File: src/rtl/handshake_rr_arbiter_pkg.sv
// Shared constants, types and the round-robin search function for the
// handshake arbiter and future schedulers built on the same picker.
package handshake_arb_pkg;

    localparam int NUM_REQ_DEF = 3;
    localparam int DATA_W_DEF  = 5;
    localparam int MAX_REQ     = 8;
    localparam int SRC_W       = $clog2(NUM_REQ_DEF);

    typedef logic [SRC_W-1:0] src_t;

    typedef struct packed {
        logic       any;
        logic [2:0] idx;
    } rr_res_t;

    // Scan last+1, last+2, ... modulo n; last < n so one conditional
    // subtraction replaces the modulo.
    function automatic rr_res_t next_rr(input logic [MAX_REQ-1:0] valid,
                                        input logic [2:0]         last,
                                        input int                 n);
        rr_res_t r;
        int      k;
        r = '0;
        for (int off = 1; off <= MAX_REQ; off++) begin
            k = int'(last) + off;
            if (k >= n) k = k - n;
            if (off <= n && !r.any && valid[k[2:0]]) begin
                r.any = 1'b1;
                r.idx = k[2:0];
            end
        end
        return r;
    endfunction

endpackage

File: src/rtl/handshake_rr_arbiter_if.sv
// Ready/valid bundle between NUM_REQ requesters, the arbiter and the
// downstream port. slave = arbiter side, master = requester/sink side.
interface handshake_rr_arbiter_if #(
    parameter int NUM_REQ = 3,
    parameter int DATA_W  = 5,
    parameter int SRC_W   = $clog2(NUM_REQ)
);
    logic [NUM_REQ-1:0]        in_valid;
    logic [NUM_REQ-1:0]        in_ready;
    logic [NUM_REQ*DATA_W-1:0] in_data;
    logic                      out_valid;
    logic                      out_ready;
    logic [DATA_W-1:0]         out_data;
    logic [SRC_W-1:0]          out_src;

    modport slave (
        input  in_valid, in_data, out_ready,
        output in_ready, out_valid, out_data, out_src
    );

    modport master (
        output in_valid, in_data, out_ready,
        input  in_ready, out_valid, out_data, out_src
    );
endinterface

File: src/rtl/handshake_rr_arbiter_rr_pick.sv
// Combinational round-robin priority picker: valid vector and last grant
// in, one-hot grant, index and any-valid flag out.
module rr_pick
    import handshake_arb_pkg::*;
#(
    parameter int NUM_REQ = NUM_REQ_DEF,
    parameter int IDX_W   = $clog2(NUM_REQ)
) (
    input  logic [NUM_REQ-1:0] valid,
    input  logic [IDX_W-1:0]   last,
    output logic [NUM_REQ-1:0] grant,
    output logic [IDX_W-1:0]   idx,
    output logic               any
);
    rr_res_t res;

    always_comb begin
        res   = next_rr(MAX_REQ'(valid), 3'(last), NUM_REQ);
        any   = res.any;
        idx   = IDX_W'(res.idx);
        grant = '0;
        if (res.any) grant[idx] = 1'b1;
    end
endmodule

File: src/rtl/handshake_rr_arbiter.sv
// Round-robin arbiter feeding a one-entry registered output stage.
// Define HANDSHAKE_ARB_STATS_EN to add saturating per-requester grant counters.
module handshake_rr_arbiter
    import handshake_arb_pkg::*;
#(
    parameter int NUM_REQ = NUM_REQ_DEF,
    parameter int DATA_W  = DATA_W_DEF,
    parameter int SRC_W   = $clog2(NUM_REQ),
    parameter int CNT_W   = 8
) (
    input  logic                      CLK,
    input  logic                      RESET,
    handshake_rr_arbiter_if.slave     bus
`ifdef HANDSHAKE_ARB_STATS_EN
    ,
    output logic [NUM_REQ*CNT_W-1:0]  stat_grant_cnt
`endif
);
    logic              out_valid_q, out_valid_d;
    logic [DATA_W-1:0] out_data_q,  out_data_d;
    logic [SRC_W-1:0]  out_src_q,   out_src_d;
    logic [SRC_W-1:0]  last_grant_q, last_grant_d;

    logic [NUM_REQ-1:0] grant;
    logic [SRC_W-1:0]   win_idx;
    logic               win_any;
    logic               can_load;
    logic               load;

    rr_pick #(.NUM_REQ(NUM_REQ), .IDX_W(SRC_W)) u_pick (
        .valid (bus.in_valid),
        .last  (last_grant_q),
        .grant (grant),
        .idx   (win_idx),
        .any   (win_any)
    );

    always_comb begin
        can_load     = !out_valid_q || bus.out_ready;
        load         = can_load && win_any;
        bus.in_ready = can_load ? grant : '0;

        out_valid_d  = out_valid_q;
        out_data_d   = out_data_q;
        out_src_d    = out_src_q;
        last_grant_d = last_grant_q;
        // A load in the same cycle as a drain overwrites the old beat.
        if (load) begin
            out_valid_d  = 1'b1;
            out_data_d   = bus.in_data[win_idx*DATA_W +: DATA_W];
            out_src_d    = win_idx;
            last_grant_d = win_idx;
        end else if (out_valid_q && bus.out_ready) begin
            out_valid_d  = 1'b0;
        end
    end

    always_ff @(posedge CLK) begin
        if (RESET) begin
            out_valid_q  <= 1'b0;
            out_data_q   <= '0;
            out_src_q    <= '0;
            last_grant_q <= SRC_W'(NUM_REQ-1);
        end else begin
            out_valid_q  <= out_valid_d;
            out_data_q   <= out_data_d;
            out_src_q    <= out_src_d;
            last_grant_q <= last_grant_d;
        end
    end

    assign bus.out_valid = out_valid_q;
    assign bus.out_data  = out_data_q;
    assign bus.out_src   = out_src_q;

`ifdef HANDSHAKE_ARB_STATS_EN
    logic [NUM_REQ-1:0][CNT_W-1:0] cnt_q, cnt_d;

    always_comb begin
        for (int i = 0; i < NUM_REQ; i++) begin
            cnt_d[i] = cnt_q[i];
            if (load && win_idx == SRC_W'(i) && cnt_q[i] != '1)
                cnt_d[i] = cnt_q[i] + CNT_W'(1);
        end
    end

    always_ff @(posedge CLK) begin
        if (RESET) cnt_q <= '0;
        else       cnt_q <= cnt_d;
    end

    assign stat_grant_cnt = cnt_q;
`endif
endmodule

File: src/flat_wrapper.sv
// flat-port wrapper written by rule: the top's interface ports become plain ports
module handshake_rr_arbiter_flat import handshake_arb_pkg::*;
#(
    parameter int NUM_REQ = NUM_REQ_DEF,
    parameter int DATA_W  = DATA_W_DEF,
    parameter int SRC_W   = $clog2(NUM_REQ),
    parameter int CNT_W   = 8
)
  (CLK, RESET, bus_in_valid, bus_in_data, bus_out_ready, bus_in_ready, bus_out_valid, bus_out_data, bus_out_src);
  handshake_rr_arbiter_if #(.NUM_REQ(NUM_REQ), .DATA_W(DATA_W), .SRC_W(SRC_W)) bus_i ();
  input  logic CLK;
  input  logic RESET;
  input wire logic [$bits(bus_i.in_valid)-1:0] bus_in_valid;
  input wire logic [$bits(bus_i.in_data)-1:0] bus_in_data;
  input wire logic [$bits(bus_i.out_ready)-1:0] bus_out_ready;
  output wire logic [$bits(bus_i.in_ready)-1:0] bus_in_ready;
  output wire logic [$bits(bus_i.out_valid)-1:0] bus_out_valid;
  output wire logic [$bits(bus_i.out_data)-1:0] bus_out_data;
  output wire logic [$bits(bus_i.out_src)-1:0] bus_out_src;
  assign bus_i.in_valid = bus_in_valid;
  assign bus_i.in_data = bus_in_data;
  assign bus_i.out_ready = bus_out_ready;
  assign bus_in_ready = bus_i.in_ready;
  assign bus_out_valid = bus_i.out_valid;
  assign bus_out_data = bus_i.out_data;
  assign bus_out_src = bus_i.out_src;
  handshake_rr_arbiter #(.NUM_REQ(NUM_REQ), .DATA_W(DATA_W), .SRC_W(SRC_W), .CNT_W(CNT_W)) u_core (.CLK(CLK), .RESET(RESET), .bus(bus_i));
endmodule
File: config.mk
export PLATFORM = sky130hd
export DESIGN_NAME = handshake_rr_arbiter_flat
export DESIGN_NICKNAME = d
export VERILOG_FILES = /design/src/rtl/handshake_rr_arbiter_pkg.sv /design/src/rtl/handshake_rr_arbiter_if.sv /design/src/rtl/handshake_rr_arbiter_rr_pick.sv /design/src/rtl/handshake_rr_arbiter.sv /design/src/flat_wrapper.sv
export SDC_FILE = /design/constraint.sdc
export NUM_CORES = 1
export LEC_CHECK = 0
export ABC_AREA = 1
export CAP_MARGIN = 30
export CORE_MARGIN = 4
export CORE_UTILIZATION = 47
export CTS_CLUSTER_DIAMETER = 80
export DETAILED_ROUTE_END_ITERATION = 6
export PLACE_DENSITY = 0.92
export REMOVE_ABC_BUFFERS = 1
export SLEW_MARGIN = 20
export SYNTH_ARGS = -nofsm -noshare
export SYNTH_HDL_FRONTEND = slang
export SYNTH_SLANG_ARGS = --single-unit
File: constraint.sdc
create_clock -name CLK -period 3.65 [get_ports CLK]
set_input_delay 0.73 -clock CLK [delete_from_list [all_inputs] [get_ports CLK]]
set_output_delay 0.73 -clock CLK [all_outputs]
set_load 0.005 [all_outputs]
---- Word-level counts from Yosys, hierarchy flattened ----
Index checks and enable logic that the tools add are counted.
storage, ports and cells
  register bits ........................... 10
  input bits .............................. 21
  output and inout bits ................... 11
  logic and storage cells ................. 48
operators by class
  $add $sub $neg .......................... 6
  $mul .................................... 1
  magnitude comparators ................... 8
  shifts and indexed selects .............. 1
  muxes and demuxes ....................... 18
  reductions and logical operators ........ 10
operators by type and width
  operator                                                    count
  >= comparator 32 x 3 -> 1 bit, second input constant        1
  two-way mux 3 bit                                           5
  variable part select 15 x 6 -> 5 bit                        1
  less-than comparator 3 x 4 -> 1 bit, second input constant  3
  two-way mux 4 bit                                           3
  binary-select mux 1 bit (select 3 bit)                      3
  subtractor 3 x 2 -> 3 bit, second input constant            3
  adder 2 x 2 -> 3 bit, second input constant                 2
  >= comparator 3 x 2 -> 1 bit, second input constant         2
  two-way mux 1 bit                                           6
  logical AND 1 bit                                           5
  multiplier 2 x 3 -> 5 bit, second input constant            1
  adder 2 x 1 -> 3 bit, second input constant                 1
  zero test 1 bit                                             3
  less-than comparator 2 x 3 -> 1 bit, second input constant  1
  demux 1 bit (select 2 bit)                                  1
  >= comparator 2 x 1 -> 1 bit, second input constant         1
  nonzero test 2 bit                                          1
  logical OR 1 bit                                            1

---- Longest topological paths before layout ----
Gate-level depths: netlist of the first run.
  word-level depth ........................ 18
  depth in mapped cells ................... 16

---- Hierarchy ----
A second synthesis of the first run with hierarchy kept.
second synthesis, totals
  cells, all modules ...................... 144
  area, all modules ....................... 920.9 um^2
modules (own cells, without submodules)
  module                instances  cells each  area each (um^2)
  handshake_rr_arbiter  1          94          615.6
  rr_pick               1          50          305.3

---- Worst setup path before layout of the first run ----
No wires, ideal clock.
  kind .................................... flip-flop to output port
  start point ............................. register u_core.last_grant_q[0]
  end point ............................... output port bus_in_ready[0]
  arrival ................................. 1790 ps
  required time ........................... 2920 ps
  path slack .............................. 1130 ps
  stages on the path, launching flop included .. 14
  buffers on the path ..................... 2
  cell sequence ........................... dfxtp_1 -> inv_2 -> ha_1 -> buf_6 -> inv_2 -> nand2_1 -> nand2_2 -> nor2_4 -> inv_2 -> nand2_4 -> nand3_2 -> nand2_2 -> buf_6 -> nor3_1
on the way
  cells in the longest elaborated chain, start to end .. 18
  elaborated cells on any way between the ends .. 32
RTL lines
  element                                                                                                    line                                source
  start, declared                                                                                            handshake_rr_arbiter.sv:22          logic [SRC_W-1:0] last_grant_q, last_grant_d;
  start signal, assigned                                                                                     handshake_rr_arbiter.sv:63          last_grant_q <= SRC_W'(NUM_REQ-1);
  start signal, assigned                                                                                     handshake_rr_arbiter.sv:68          last_grant_q <= last_grant_d;
  adder 2 x 1 -> 3 bit                                                                                       handshake_rr_arbiter_pkg.sv:26      k = int'(last) + off;
  >= comparator 32 x 3 -> 1 bit or subtractor 3 x 2 -> 3 bit (tied branches)                                 handshake_rr_arbiter_pkg.sv:27      if (k >= n) k = k - n;
  two-way mux 3 bit                                                                                          handshake_rr_arbiter_pkg.sv:27
  binary-select mux 1 bit (select 3 bit)                                                                     handshake_rr_arbiter_pkg.sv:28      if (off <= n && !r.any && valid[k[2:0]]) begin
  two-way mux 1 bit (implied by the code)                                                                    handshake_rr_arbiter_pkg.sv:28
  two-way mux 4 bit                                                                                          handshake_rr_arbiter_pkg.sv:28
  zero test 1 bit                                                                                            handshake_rr_arbiter_pkg.sv:28
  logical AND 1 bit                                                                                          handshake_rr_arbiter_pkg.sv:28
  [... 2 more ...]                                                                                           --
  logical AND 1 bit                                                                                          handshake_rr_arbiter_pkg.sv:28
  two-way mux 4 bit (*)                                                                                      handshake_rr_arbiter_pkg.sv:28
  less-than comparator 2 x 3 -> 1 bit (implied by the code) or >= comparator 2 x 1 -> 1 bit (tied branches)  handshake_rr_arbiter_rr_pick.sv:22  if (res.any) grant[idx] = 1'b1;
  logical AND 1 bit (implied by the code)                                                                    handshake_rr_arbiter_rr_pick.sv:22
  two-way mux 1 bit (implied by the code)                                                                    handshake_rr_arbiter_rr_pick.sv:22
  demux 1 bit (select 2 bit)                                                                                 handshake_rr_arbiter_rr_pick.sv:22
  two-way mux 3 bit (*)                                                                                      handshake_rr_arbiter_rr_pick.sv:22
  two-way mux 3 bit (*)                                                                                      handshake_rr_arbiter.sv:41          bus.in_ready = can_load ? grant : '0;
  end, declared                                                                                              flat_wrapper.sv:16                  output wire logic [$bits(bus_i.in_ready)-1:0] bus_in_ready;
Mark *: on every way between the ends. The rest lies on a longest branch, timed or not. The select of a mux whose other input is x is not followed.

---- Worst setup path after layout of the first run ----
  start point ............................. input port bus_in_valid[1]
  end point ............................... output port bus_in_ready[0]
on the way
  cells in the longest elaborated chain, start to end .. 15
  elaborated cells on any way between the ends .. 20
RTL lines
  element                                                                                                    line                                source
  start, declared                                                                                            flat_wrapper.sv:13                  input wire logic [$bits(bus_i.in_valid)-1:0] bus_in_valid;
  binary-select mux 1 bit (select 3 bit)                                                                     handshake_rr_arbiter_pkg.sv:28
  two-way mux 1 bit (implied by the code)                                                                    handshake_rr_arbiter_pkg.sv:28
  two-way mux 4 bit                                                                                          handshake_rr_arbiter_pkg.sv:28
  zero test 1 bit                                                                                            handshake_rr_arbiter_pkg.sv:28
  logical AND 1 bit                                                                                          handshake_rr_arbiter_pkg.sv:28
  two-way mux 4 bit                                                                                          handshake_rr_arbiter_pkg.sv:28
  zero test 1 bit                                                                                            handshake_rr_arbiter_pkg.sv:28
  logical AND 1 bit                                                                                          handshake_rr_arbiter_pkg.sv:28
  two-way mux 4 bit (*)                                                                                      handshake_rr_arbiter_pkg.sv:28
  less-than comparator 2 x 3 -> 1 bit (implied by the code) or >= comparator 2 x 1 -> 1 bit (tied branches)  handshake_rr_arbiter_rr_pick.sv:22
  logical AND 1 bit (implied by the code)                                                                    handshake_rr_arbiter_rr_pick.sv:22
  two-way mux 1 bit (implied by the code)                                                                    handshake_rr_arbiter_rr_pick.sv:22
  demux 1 bit (select 2 bit)                                                                                 handshake_rr_arbiter_rr_pick.sv:22
  two-way mux 3 bit (*)                                                                                      handshake_rr_arbiter_rr_pick.sv:22
  two-way mux 3 bit (*)                                                                                      handshake_rr_arbiter.sv:41
Marked as above.

==> results by group, run 1 <==
Synth
  – Synth Area in Compound Gates: 0.0578
  – Synth cell types: 17
  – Synth async-reset ratio: 0
  – Cell accounting for the most synthesized area: dfxtp_1
  – Ys flop type: dfxtp_1
  – Synth Area in Simple Gates: 0.484
  – XOR/XNOR share of the synthesized area: 0
  – Synth area leaders: dfxtp_1 21%, nand2_1 17%, nand3_1 16%
  – Yosys reg bits: 9
  – Top-area cell type share of the netlist area: 0.208
  – Yosys Warn Count: 0
  – Post-synthesis mux area share: 0
  – Mapped cell area: 866 µm²
  – Post-synthesis adder-cell area fraction: 0.0723
  – Sequential area share after synthesis: 0.208
  – Main combinational cell family by area after synthesis: simple AND/OR/NAND/NOR gates
  – Post-synth top cells: 39 x nand2_1, 28 x nand3_1, 27 x inv_1, 10 x a21oi_1, 9 x dfxtp_1
  – Number of synthesized flops with an enable pin: 0
  – Syn Area/Cell: 6.01 µm²
  – Cells after Synth: 144
  – Most common cell in the netlist: nand2_1

Setup path
  – Setup crit start kind: primary input
  – Worst R2R Setup Slack: 1530 ps
  – RR Endpoint: u_core.bus.out_data[2]$_SDFFE_PP0P_
  – Worst path required time: 2920 ps
  – Crit-path slowest cell: clkdlybuf4s50_1
  – Crit-path cells: clkdlybuf4s50_1 > nand2_1 > nand3_1 > nand3_1 > nand2_2 > nor2_4 > nand2_1 > nand2_1 > nor3_1 > clkdlybuf4s50_1
  – Slowest stage delay, CP: 550 ps
  – Arrival time at the worst endpoint: 2780 ps
  – Critical Path End Type: output pin
  – CP most frequent cell: nand2_1
  – Max FO, Critical Path: 6
  – Worst Path Class, Setup: in2out
  – Reg2Reg Depth: 11
  – R2R Path Start: u_core.last_grant_q[1]$_SDFFE_PP1P_

Power
  – Sw Ratio: 0.518
  – Total Power: 1.15 mW
  – P_sw: 594 µW
  – Combinational share of power: 0.793
  – Internal: 551 µW
  – Worst ir drop on vdd: 0.584 mV
  – Clock Power Share: 0.068
  – Flop pwr share: 0.139
  – Power Dens Cells: 940 mW/mm²
  – Total leakage power: 0.635 nW

Routing
  – WL final: 2.29 mm
  – Via/cell ratio: 4.85
  – Drt first-iter violations: 21
  – DRC: 0
  – Via count: 979
  – DR pass1 iterations: 4
  – WL/cell: 11.3 µm
  – Post-route ant nets: 0

GRT
  – Grt ovf: 0
  – Vias in the first global route: 906
  – Initial antenna violation count: 0
  – Largest net degree at the start of global routing: 10
  – First-pass GRT wire length: 3.67 mm
  – GRT Total Usage: 0.184

Layout
  – Fraction of layout cells with a size suffix above 1: 0.136
  – Diodes inserted: 0
  – Finished Cell Area: 0.00122 mm²
  – Final net count: 204
  – Area grow syn2layout: 40.8%

Clock tree
  – Worst-Skew Late Latency: 270 ps
  – Post-CTS Setup Bufs: 0
  – Max clock buf depth: 2
  – Cts bufs inserted: 3
  – Root Buffer Master: clkbuf_4
  – Hold buffers post-CTS: 0
  – Post_cts resized: 0
  – CTS sink cnt: 9
  – H-tree levels: 1
  – CTS tree: done
  – CTS clk-pin slew, worst paths: 60 ps

Timing
  – Setup violations, final: 0
  – RSZ-0062 raised after global routing: false
  – Worst hold margin: 470 ps
  – Fin Clk Skew: 0.855 ps
  – Post-layout min period: 3510 ps
  – Final Hold Vio Count: 0
  – Fin. max-slew vios: 0
  – Final worst-path cycle share: 0.961
  – Worst slew margin: 0.785
  – Slew @ Worst Pin: 322 ps
  – Fmax: 0.285 GHz
  – Total Neg Setup Slack: 0 ps

Hold path
  – WHS Endpoint: u_core.bus.out_src[1]$_SDFFE_PP0P_
  – Worst hold path type: reg2reg
  – Hold depth: 2
  – Min-delay src: u_core.bus.out_src[1]$_SDFFE_PP0P_

Place
  – Post-DP HPWL: 1.83 mm
  – Port Buffers: 31
  – Placed Area: 0.00119 mm²
  – Gpl congestion: 0.880

Floorplanning
  – Core Area: 0.00175 mm²
  – Die ar.: 0.00259 mm²
  – Die span in y: 50.9 µm
  – Initial Util: 0.496
  – I/O pin count: 32
  – Placement Rows: 15
  – Die width: 50.9 µm

Job
  – Max-cap violations: 0

Outcome
  – Status: finished, final reports clean
logic make-up (layout without fill, tap and decap cells):
| family | after synthesis | in the layout |
|---|---|---|
| flops | 9 | 9 |
| buf+inv | 36 | 69 |
| simple gates | 84 | 84 |
| compound gates | 10 | 10 |
| fa+ha+maj | 5 | 5 |
metrics by stage:
stage	std cells	utilization	worst slack (ps)
floorplan	140	-	1100
global placement	198	0.681	321
detailed placement	198	0.681	189
CTS	202	0.696	119
global route	202	0.698	36.5
finish	202	0.698	141
cells in the final DEF (no fill, tap or decap):
cell type and instances:
a21oi_1 10, buf_4 2, clkbuf_1 1, clkbuf_4 3, clkdlybuf4s50_1 31, dfxtp_1 8
dfxtp_2 1, ha_1 4, ha_2 1, inv_1 27, inv_2 5, nand2_1 39
nand2_2 5, nand2_4 3, nand3_1 28, nand3_2 1, nand3b_1 1, nor2_1 3
nor2_4 3, nor3_1 1
power by group through the flow:
| stage | sequential (mW) | clock (mW) | combinational [mW] |
|---|---|---|---|
| floorplan | 0.162 | 0 | 0.603 |
| global placement | 0.158 | 0 | 0.864 |
| detailed placement | 0.160 | 0 | 0.899 |
| CTS | 0.158 | 0.0810 | 0.907 |
| global route | 0.165 | 0.0904 | 1.01 |
| finish | 0.159 | 0.0783 | 0.908 |
per-layer routing:
metal,vias up,GRT usage,share of wire
li1,505,-,-
met1,431,0.203,0.39
met2,34,0.339,0.53
met3,9,0.0496,0.060
met4,0,0.0538,0.023
met5,-,0,0
flip-flops by register name, summed over array words and instances, names as in the netlist:
register,flops
u_core.bus.out_data,5
u_core.last_grant_q,2
u_core.bus.out_src,1
u_core.bus.out_valid,1
how the worst max path moves through the flow:
stage / slack, ps / end / from
after floorplan: 1100 / bus_in_ready[2] / u_core.last_grant_q[0]$_SDFFE_PP0P_
after global placement: 320 / bus_in_ready[1] / bus_in_valid[0]
after detailed placement: 190 / bus_in_ready[0] / bus_in_valid[1]
after CTS: 120 / bus_in_ready[0] / u_core.last_grant_q[1]$_SDFFE_PP1P_
after global routing: 40 / bus_in_ready[0] / u_core.last_grant_q[1]$_SDFFE_PP1P_
final: 140 / bus_in_ready[0] / bus_in_valid[1]
worst max-delay path, delay by kind of cell:
kind	cells	cell delay (ps)
and+or+nand+nor	8	970
buffers and inverters	2	1080
final cells by class:
type,instances,area (µm²)
well taps,25,31.3
flip-flops and latches,9,181
clock buffers,4,26.3
multi-input cells,99,534
repair buffers,33,325
fillers,152,527
inverters,32,120
Power figures use the tool's default switching activity.
==> run 2: changes to the inputs <==
--- a/config.mk
+++ b/config.mk
@@ -8,10 +8,11 @@
 export ABC_AREA = 1
 export CAP_MARGIN = 30
 export CORE_MARGIN = 4
-export CORE_UTILIZATION = 47
+export CORE_UTILIZATION = 50
 export CTS_CLUSTER_DIAMETER = 80
 export DETAILED_ROUTE_END_ITERATION = 6
-export PLACE_DENSITY = 0.92
+export DONT_BUFFER_PORTS = 1
+export PLACE_DENSITY = 0.73
 export REMOVE_ABC_BUFFERS = 1
 export SLEW_MARGIN = 20
 export SYNTH_ARGS = -nofsm -noshare
==> run 2 against run 1 <==
Net effect: via count decreased by 13%; count of clock-buffer cells in the layout stayed put; sequential share of layout area is 5.6 points higher.
==> results by group, run 2 (synthesis results as in run 1) <==
Clock tree
  – H-tree levels: 1 (unchanged)
  – CTS clk-pin slew, worst paths: 60 ps (about the same)
  – Post-CTS Setup Bufs: 0 (unchanged)
  – Worst-Skew Late Latency: 260 ps (about the same)
  – Cts bufs inserted: 3 (unchanged)
  – Max clock buf depth: 2 (unchanged)
  – Root Buffer Master: clkbuf_4
  – Hold buffers post-CTS: 0 (unchanged)
  – Post_cts resized: 0 (unchanged)
  – CTS tree: done
  – CTS sink cnt: 9 (unchanged)

Layout
  – Area of the multi-input gates: 532 µm² (-0.47%)
  – Finished Cell Area: 878 µm² (-28%)
  – Max reg flops: 5 (unchanged)
  – Most frequent cells in the layout: 39 x nand2_1, 28 x nand3_1, 27 x inv_1
  – Diodes inserted: 0 (unchanged)
  – FILL cells: 164 (+7.9%)
  – Fraction of layout cells with a size suffix above 1: 0.139 (+0.00330)
  – Final net count: 171 (-16%)
  – Fin util: 0.557 (-0.141)
  – FF/Latch Area: 180 µm² (-0.69%)
  – Commonest non-fill, non-tap cell in the layout: nand2_1
  – Area grow syn2layout: 1.45%

Place
  – Gpl congestion: 0.856 (-2.7%)
  – Port Buffers: 0 (-100%)
  – Placed Area: 852 µm² (-28%)
  – Post-DP HPWL: 1.59 mm (-13%)

Timing
  – Setup violations, final: 0 (unchanged)
  – Fin. max-slew vios: 0 (unchanged)
  – Final Hold Vio Count: 0 (unchanged)
  – Total Neg Setup Slack: 0 ps (unchanged)
  – Fmax: 0.321 GHz (+13%)
  – Worst hold margin: 478 ps (+8.66 ps)
  – Fin Clk Skew: 2.66 ps (+1.81 ps)
  – Worst slew margin: 0.790 (+0.00481)
  – Slew @ Worst Pin: 315 ps (-6.64 ps)
  – Post-layout min period: 3110 ps (-395 ps)
  – Final worst-path cycle share: 0.853 (-0.108)
  – RSZ-0062 raised after global routing: false

Floorplanning
  – Die width: 49.6 µm (-2.6%)
  – Placement Rows: 14 (-1)
  – Die span in y: 49.6 µm (-2.6%)
  – I/O pin count: 32 (unchanged)
  – Initial Util: 0.549 (+0.0531)
  – Core Area: 0.00158 mm² (-9.7%)
  – Die ar.: 0.00246 mm² (-5.1%)

Outcome
  – Status: finished, final reports clean

Setup path
  – WP buf/inv: 5 (+3)
  – Slowest stage delay, CP: 500 ps (-50 ps)
  – Crit-path cells: inv_2 > ha_1 > inv_2 > nand2_1 > nand2_2 > nor2_4 > inv_2 > nand2_4 > nand3_2 > nand2_2 > inv_2 > nand2_1 > inv_1
  – Worst Path Class, Setup: reg2out
  – Worst R2R Setup Slack: 1340 ps (-190 ps)
  – Max FO, Critical Path: 12 (+6)
  – Worst path top cell family by delay: simple AND/OR/NAND/NOR gates
  – Worst path required time: 2920 ps (about the same)
  – Arrival time at the worst endpoint: 2380 ps (-400 ps)
  – Crit-path slowest cell: dfxtp_1
  – Critical Path End Type: output pin
  – CP most frequent cell: inv_2
  – Setup crit start kind: register

Hold path
  – Worst hold path type: reg2reg

Power
  – Power Dens Cells: 1090 mW/mm² (+16%)
  – Total leakage power: 0.509 nW (-20%)
  – Worst ir drop on vdd: 0.520 mV (-11%)

GRT
  – Grt ovf: 0 (unchanged)
  – Vias in the first global route: 792 (-13%)
  – First-pass GRT wire length: 3.25 mm (-11%)
  – Initial antenna violation count: 0 (unchanged)
  – Largest net degree at the start of global routing: 13 (+3)
  – GRT Total Usage: 0.165 (-0.0186)

Routing
  – WL final: 1.92 mm (-16%)
  – DRC: 0 (unchanged)
  – Drt first-iter violations: 22 (+4.8%)
  – Via/cell ratio: 5.35 (+10%)
  – Post-route ant nets: 0 (unchanged)
  – Via count: 856 (-13%)
  – WL/cell: 12.0 µm (+6.2%)
  – DR pass1 iterations: 4 (unchanged)

Job
  – Max-cap violations: 0 (unchanged)
run 2: area by class of cell:
| type | instances | area share |
|---|---|---|
| sequential | 9 | 0.205 |
| multi-input combinational | 99 | 0.605 |
| tap | 16 | 0.0228 |
| inverter | 32 | 0.137 |
| clock buffer | 4 | 0.0299 |
run 2: per-layer routing:
| layer | vias to the layer above | track usage | wire length [µm] |
|---|---|---|---|
| met5 | - | 0 | 0 |
| met4 | 0 | 0.0415 | 14 |
| met3 | 2 | 0.0633 | 129 |
| met2 | 38 | 0.260 | 860 |
| met1 | 377 | 0.211 | 918 |
| li1 | 439 | - | - |
run 2: worst min-delay path, delay by kind of cell (launching register included):
family | cells | cell delay, ps
flops | 1 | 320
simple gates | 1 | 60
compound gates | 1 | 50
run 2: power breakdown:
| group | internal [mW] | total [mW] | switching, mW |
|---|---|---|---|
| combinational | 0.235 | 0.716 | 0.482 |
| clock | 0.0420 | 0.0754 | 0.0334 |
| sequential | 0.135 | 0.168 | 0.0327 |
run 2: stage by stage:
step,power [mW],instances,setup WS [ps]
after CTS,0.966,160,527
after detailed placement,0.887,156,803
final,0.960,160,536
after global placement,0.877,156,828
after global routing,1.07,160,313
after floorplan,0.765,140,1100
run 2: worst paths after layout:
kind | from | endpoint | cells past startpoint
max | u_core.last_grant_q[0]$_SDFFE_PP0P_ | bus_in_ready[2] | 13
min | u_core.bus.out_src[1]$_SDFFE_PP0P_ | u_core.bus.out_src[1]$_SDFFE_PP0P_ | 2
max reg2reg | u_core.last_grant_q[0]$_SDFFE_PP0P_ | u_core.bus.out_data[3]$_SDFFE_PP0P_ | 15
min reg2reg | u_core.bus.out_src[1]$_SDFFE_PP0P_ | u_core.bus.out_src[1]$_SDFFE_PP0P_ | 2
==> run 3: changes to the inputs <==
--- a/config.mk
+++ b/config.mk
@@ -14,7 +14,7 @@
 export DONT_BUFFER_PORTS = 1
 export PLACE_DENSITY = 0.73
 export REMOVE_ABC_BUFFERS = 1
-export SLEW_MARGIN = 20
+export SLEW_MARGIN = 10
 export SYNTH_ARGS = -nofsm -noshare
 export SYNTH_HDL_FRONTEND = slang
 export SYNTH_SLANG_ARGS = --single-unit
==> results of run 3 <==
Final layout, timing and power as in run 2 (identical DEF).
==> RTL edit 1: new RTL, config.mk and constraints of run 2 <==
The package constant `NUM_REQ_DEF` goes from 3 to 6.
--- a/src/rtl/handshake_rr_arbiter_pkg.sv
+++ b/src/rtl/handshake_rr_arbiter_pkg.sv
@@ -4,3 +4,3 @@
 
-    localparam int NUM_REQ_DEF = 3;
+    localparam int NUM_REQ_DEF = 6;
     localparam int DATA_W_DEF  = 5;
Interface: changed (resized bus_in_data, bus_in_ready, bus_in_valid and bus_out_src); port bits go from 32 to 54. No check against the original RTL was run, so the function may have changed too.
==> RTL edit 1 against run 2 <==
Final area increased by 120%. Global-route usage increased by 2.2 points. Register-to-register slack got worse by 450 ps. Clock skew increased by 2.1 ps. Wire length increased by 120%. Sequential cell count increased by 2. Worst setup slack got worse by 320 ps. Area after synthesis increased by 94%. First-iteration DRC count increased to 7.2 times the old value. Critical path type unchanged. Critical endpoint is now bus_in_ready[1]. Highest routed layer unchanged.
Power is left out: the tool's default activity adds up to more than one toggle a clock period on the data nets, which glitch-free logic cannot reach.
==> RTL edit 1: results (changes against run 2) <==
| Metric | Value |
|---|---|
| Mapped Cells | `292 (was 144)` |
| Gpl congestion | `0.818 (was 0.856)` |
| Vias in the first global route | `1480 (was 792)` |
| Diode count | `0 (unchanged)` |
| Final-stage net count | `364 (was 171)` |
| DR vias | `1760 (was 856)` |
| Synth top cells by count | `nand2_1, nor2_1, inv_1 (was nand2_1, nand3_1, inv_1)` |
| Post-synth cell types | `31 (was 17)` |
| Initial DRT Pass Iterations | `4 (unchanged)` |
| Fin area | `0.00194 sq mm (was 878 sq um)` |
| FFs w/ async S/R, synth | `0 (unchanged)` |
| HPWL reported at the end of detailed placement | `3170 um (was 1590 um)` |
| Crit path DAT | `2710 ps (was 2380 ps)` |
| Slew HR | `0.714 (was 0.790)` |
| Max cap viols | `0 (unchanged)` |
| Number of fillers in the final layout | `305 (was 164)` |
| H-tree levels | `1 (unchanged)` |
| Setup-failing EPs final | `0 (unchanged)` |
| CTS Buf Count | `3 (unchanged)` |
| GRT Util Overall | `0.188 (was 0.165)` |
| Placed cells | `337 (was 156)` |
| Area after DPL | `0.00173 sq mm (was 852 sq um)` |
| ANT nets after route | `0 (unchanged)` |
| Critical Path Fanout Max | `8 (was 12)` |
| Initial antenna violation count | `0 (unchanged)` |
| Global-route wire length before repair | `6600 um (was 3250 um)` |
| Final Hold Fails | `0 (unchanged)` |
| Max Root-Sink Buffers | `2 (unchanged)` |
| Hold Crit Class | `register to register (unchanged)` |
| Reg clk slew, reported paths | `70 ps` |
| Fin Clk Skew | `4.78 ps (was 2.66 ps)` |
| Routed WL | `4200 um (was 1920 um)` |
| Register area share after synthesis | `0.131 (was 0.208)` |
| Root buffer cell | `clkbuf_4 (unchanged)` |
| Post-Place Worst Slack | `112 ps (was 803 ps)` |
| Post-synth top flop | `dfxtp_1 (unchanged)` |
| Ys Warns | `0 (unchanged)` |
| CP delay by family, top | `simple AND/OR/NAND/NOR gates (unchanged)` |
| Status | `finished, final reports clean (unchanged)` |
| Critical Path Max Stage Delay | `350 ps (was 500 ps)` |
| DRT iter0 DRCs | `159 (was 22)` |
| Top cells by area, synth | `nand2_1, dfxtp_1, ha_1 (was dfxtp_1, nand2_1, nand3_1)` |
| Layout cells sized above 1 | `0.243 (was 0.139)` |
| Largest net degree at the start of global routing | `19 (was 13)` |
| Largest register FFs | `5 (unchanged)` |
| CP max-delay cell | `dfxtp_1 (unchanged)` |
| Port Buffer Count | `0 (unchanged)` |
| Clock Latency Late Sink | `270 ps` |
| Vias per cell | `4.93 (was 5.35)` |
-- RTL edit 1: path summary, 6_finish.rpt --
check / slack (ps) / cells past startpoint / to / startpoint
worst max-delay path: 210 / 19 / bus_in_ready[1] / u_core.last_grant_q[1]
worst min-delay path: 500 / 2 / u_core.bus.out_src[2] / u_core.bus.out_src[2]
worst max register to register: 890 / 21 / u_core.bus.out_data[0] / u_core.last_grant_q[1]
worst min register to register: 500 / 2 / u_core.bus.out_src[2] / u_core.bus.out_src[2]
-- RTL edit 1: logic make-up after synthesis --
| logic type | synth area share |
|---|---|
| AND/OR/NAND/NOR | 0.548 |
| buffers and inverters | 0.119 |
| AO/OA/AOI/OAI | 0.0999 |
| adder cells (fa/ha/maj) | 0.0820 |
| flip-flops | 0.131 |
| XOR/XNOR | 0.0201 |
-- RTL edit 1: routing by layer --
layer  wire length, um  GRT usage
met2              1920      0.285
met1              2000      0.275
met3               248     0.0255
met4                35     0.0508
met5                 0          0
-- RTL edit 1: timing repair --
| item | 4_1_cts | 5_1_grt |
|---|---|---|
| resized for setup | 6 | 10 |
| pin swaps | 0 | 7 |
| cloned | 0 | 0 |
| endpoints found under the setup margin | 6 | 6 |
| setup buffers | 0 | 16 |
-- RTL edit 1: area by class of cell --
cell class | instances | share of cell area
Multi-Input combinational cell | 237 | 0.678
Timing Repair Buffer | 23 | 0.0930
Sequential cell | 11 | 0.114
Inverter | 38 | 0.0736
Tap cell | 44 | 0.0284
Clock buffer | 4 | 0.0136
-- RTL edit 1: worst register-to-register path: cells and delay by family, from the launching register on --
| family | cells | cell delay (ps) |
|---|---|---|
| flops | 1 | 350 |
| xor+xnor | 1 | 190 |
| buf+inv | 4 | 470 |
| simple gates | 15 | 1320 |
| fa+ha+maj | 1 | 330 |
==> RTL edit 2: new RTL, flow settings as in run 2 <==
Made on the original files. Take the reset off `out_data_q` and load it in a clocked block of its own.
--- a/src/rtl/handshake_rr_arbiter.sv
+++ b/src/rtl/handshake_rr_arbiter.sv
@@ -60,3 +60,2 @@
             out_valid_q  <= 1'b0;
-            out_data_q   <= '0;
             out_src_q    <= '0;
@@ -65,3 +64,2 @@
             out_valid_q  <= out_valid_d;
-            out_data_q   <= out_data_d;
             out_src_q    <= out_src_d;
@@ -69,2 +67,6 @@
         end
+    end
+
+    always_ff @(posedge CLK) begin
+        out_data_q <= out_data_d;
     end
Formal check against the unedited RTL: not equivalent (a bounded check fails within 4 cycles, from zero or initial values and one cycle with RESET high).
==> RTL edit 2 against run 2 <==
Wire length decreased by 19%. Final area decreased by 1.9%. Via count decreased by 20%. Worst setup slack improved by 67 ps. Critical path depth decreased by 3. Sequential share of layout area increased by 6.2 points. Combinational power increased by 12%. Sequential cell count unchanged. Power increased by 15%. Area after synthesis decreased by 3.6%. Fmax increased by 2.2%. Critical path type unchanged. Critical endpoint is now bus_in_ready[0]. Highest routed layer is now met3.
==> RTL edit 2: results (changes against run 2) <==
| Metric | Value |
|---|---|
| Synth top cells by count | `nand2_1, inv_1, nand3_1 (was nand2_1, nand3_1, inv_1)` |
| Area after DPL | `836 sq um (was 852 sq um)` |
| Max Used Layer | `met3 (was met4)` |
| Status | `finished, final reports clean (unchanged)` |
| EDFF count, synth | `5 (was 0)` |
| Register area share after synthesis | `0.276 (was 0.208)` |
| FFs w/ async S/R, synth | `0 (unchanged)` |
| DRT iter0 DRCs | `5 (was 22)` |
| Maximum vdd drop | `0.000611 V (was 0.000520 V)` |
| Post-synth top flop | `edfxtp_1 (was dfxtp_1)` |
| Routed len/inst | `11.8 um (was 12.0 um)` |
| Crit path DAT | `2320 ps (was 2380 ps)` |
| CP max-delay cell | `ha_1 (was dfxtp_1)` |
| Vias per cell | `5.17 (was 5.35)` |
| Multi-input gate area | `505 sq um (was 532 sq um)` |
| Met3 Track Usage GR | `0.0703 (was 0.0633)` |
| Ys Warns | `0 (unchanged)` |
| Global-route wire length before repair | `2470 um (was 3250 um)` |
| Final-stage net count | `144 (was 171)` |
| Complex-gate fraction of the synthesized area | `0.0390 (was 0.0578)` |
| RR Endpoint | `u_core.bus.out_data[3] (unchanged)` |
| CP endpoint | `bus_in_ready[0] (was bus_in_ready[2])` |
| Critical Path Fanout Max | `8 (was 12)` |
| Worst reg-to-reg path cell count | `9 (was 15)` |
| Number of fillers in the final layout | `160 (was 164)` |
| Worst reg-to-reg setup slack | `1360 ps (was 1340 ps)` |
| Met1 Use GR | `0.136 (was 0.211)` |
| Gpl congestion | `0.854 (was 0.856)` |
| Post-synth cell types | `21 (was 17)` |
| Post-Synth Adder-Cell Area | `0.0750 (was 0.0723)` |
| HPWL reported at the end of detailed placement | `1290 um (was 1590 um)` |
| DRT met1 WL | `684 um (was 918 um)` |
| Final Critical Period | `3050 ps (was 3110 ps)` |
| Vias in the first global route | `586 (was 792)` |
| GRT met2 Usage | `0.217 (was 0.260)` |
| Largest net degree at the start of global routing | `9 (was 13)` |
| Slew HR | `0.781 (was 0.790)` |
| GRT Util Overall | `0.129 (was 0.165)` |
| Layout cells sized above 1 | `0.205 (was 0.139)` |
| Lkg Pwr | `0.457 nW (was 0.509 nW)` |
| WL met2 | `751 um (was 860 um)` |
| Top cells by area, synth | `edfxtp_1, nand2_1, dfxtp_1 (was dfxtp_1, nand2_1, nand3_1)` |
| Fin Clk Skew | `4.96 ps (was 2.66 ps)` |
==> RTL edit 2: per-stage QoR <==
step | hold WS (ps) | power [W] | cells
3_3_place_gp | 484 | 0.00103 | 129
2_1_floorplan | 466 | 0.000916 | 113
6_report | 495 | 0.00110 | 133
4_1_cts | 504 | 0.00112 | 133
5_1_grt | 509 | 0.00122 | 133
3_5_place_dp | 494 | 0.00104 | 129
==> RTL edit 2: power by group <==
group          internal [W]   total, W  switching, W
Combinational      0.000262   0.000804      0.000541
Clock             0.0000419  0.0000724     0.0000306
Sequential         0.000195   0.000227     0.0000324
Total              0.000499    0.00110      0.000604
==> RTL edit 2: cell type report <==
class | count | share of cell area
Multi-Input combinational cell | 84 | 0.586
Tap cell | 16 | 0.0232
Clock buffer | 4 | 0.0305
Sequential cell | 9 | 0.267
Inverter | 20 | 0.0929
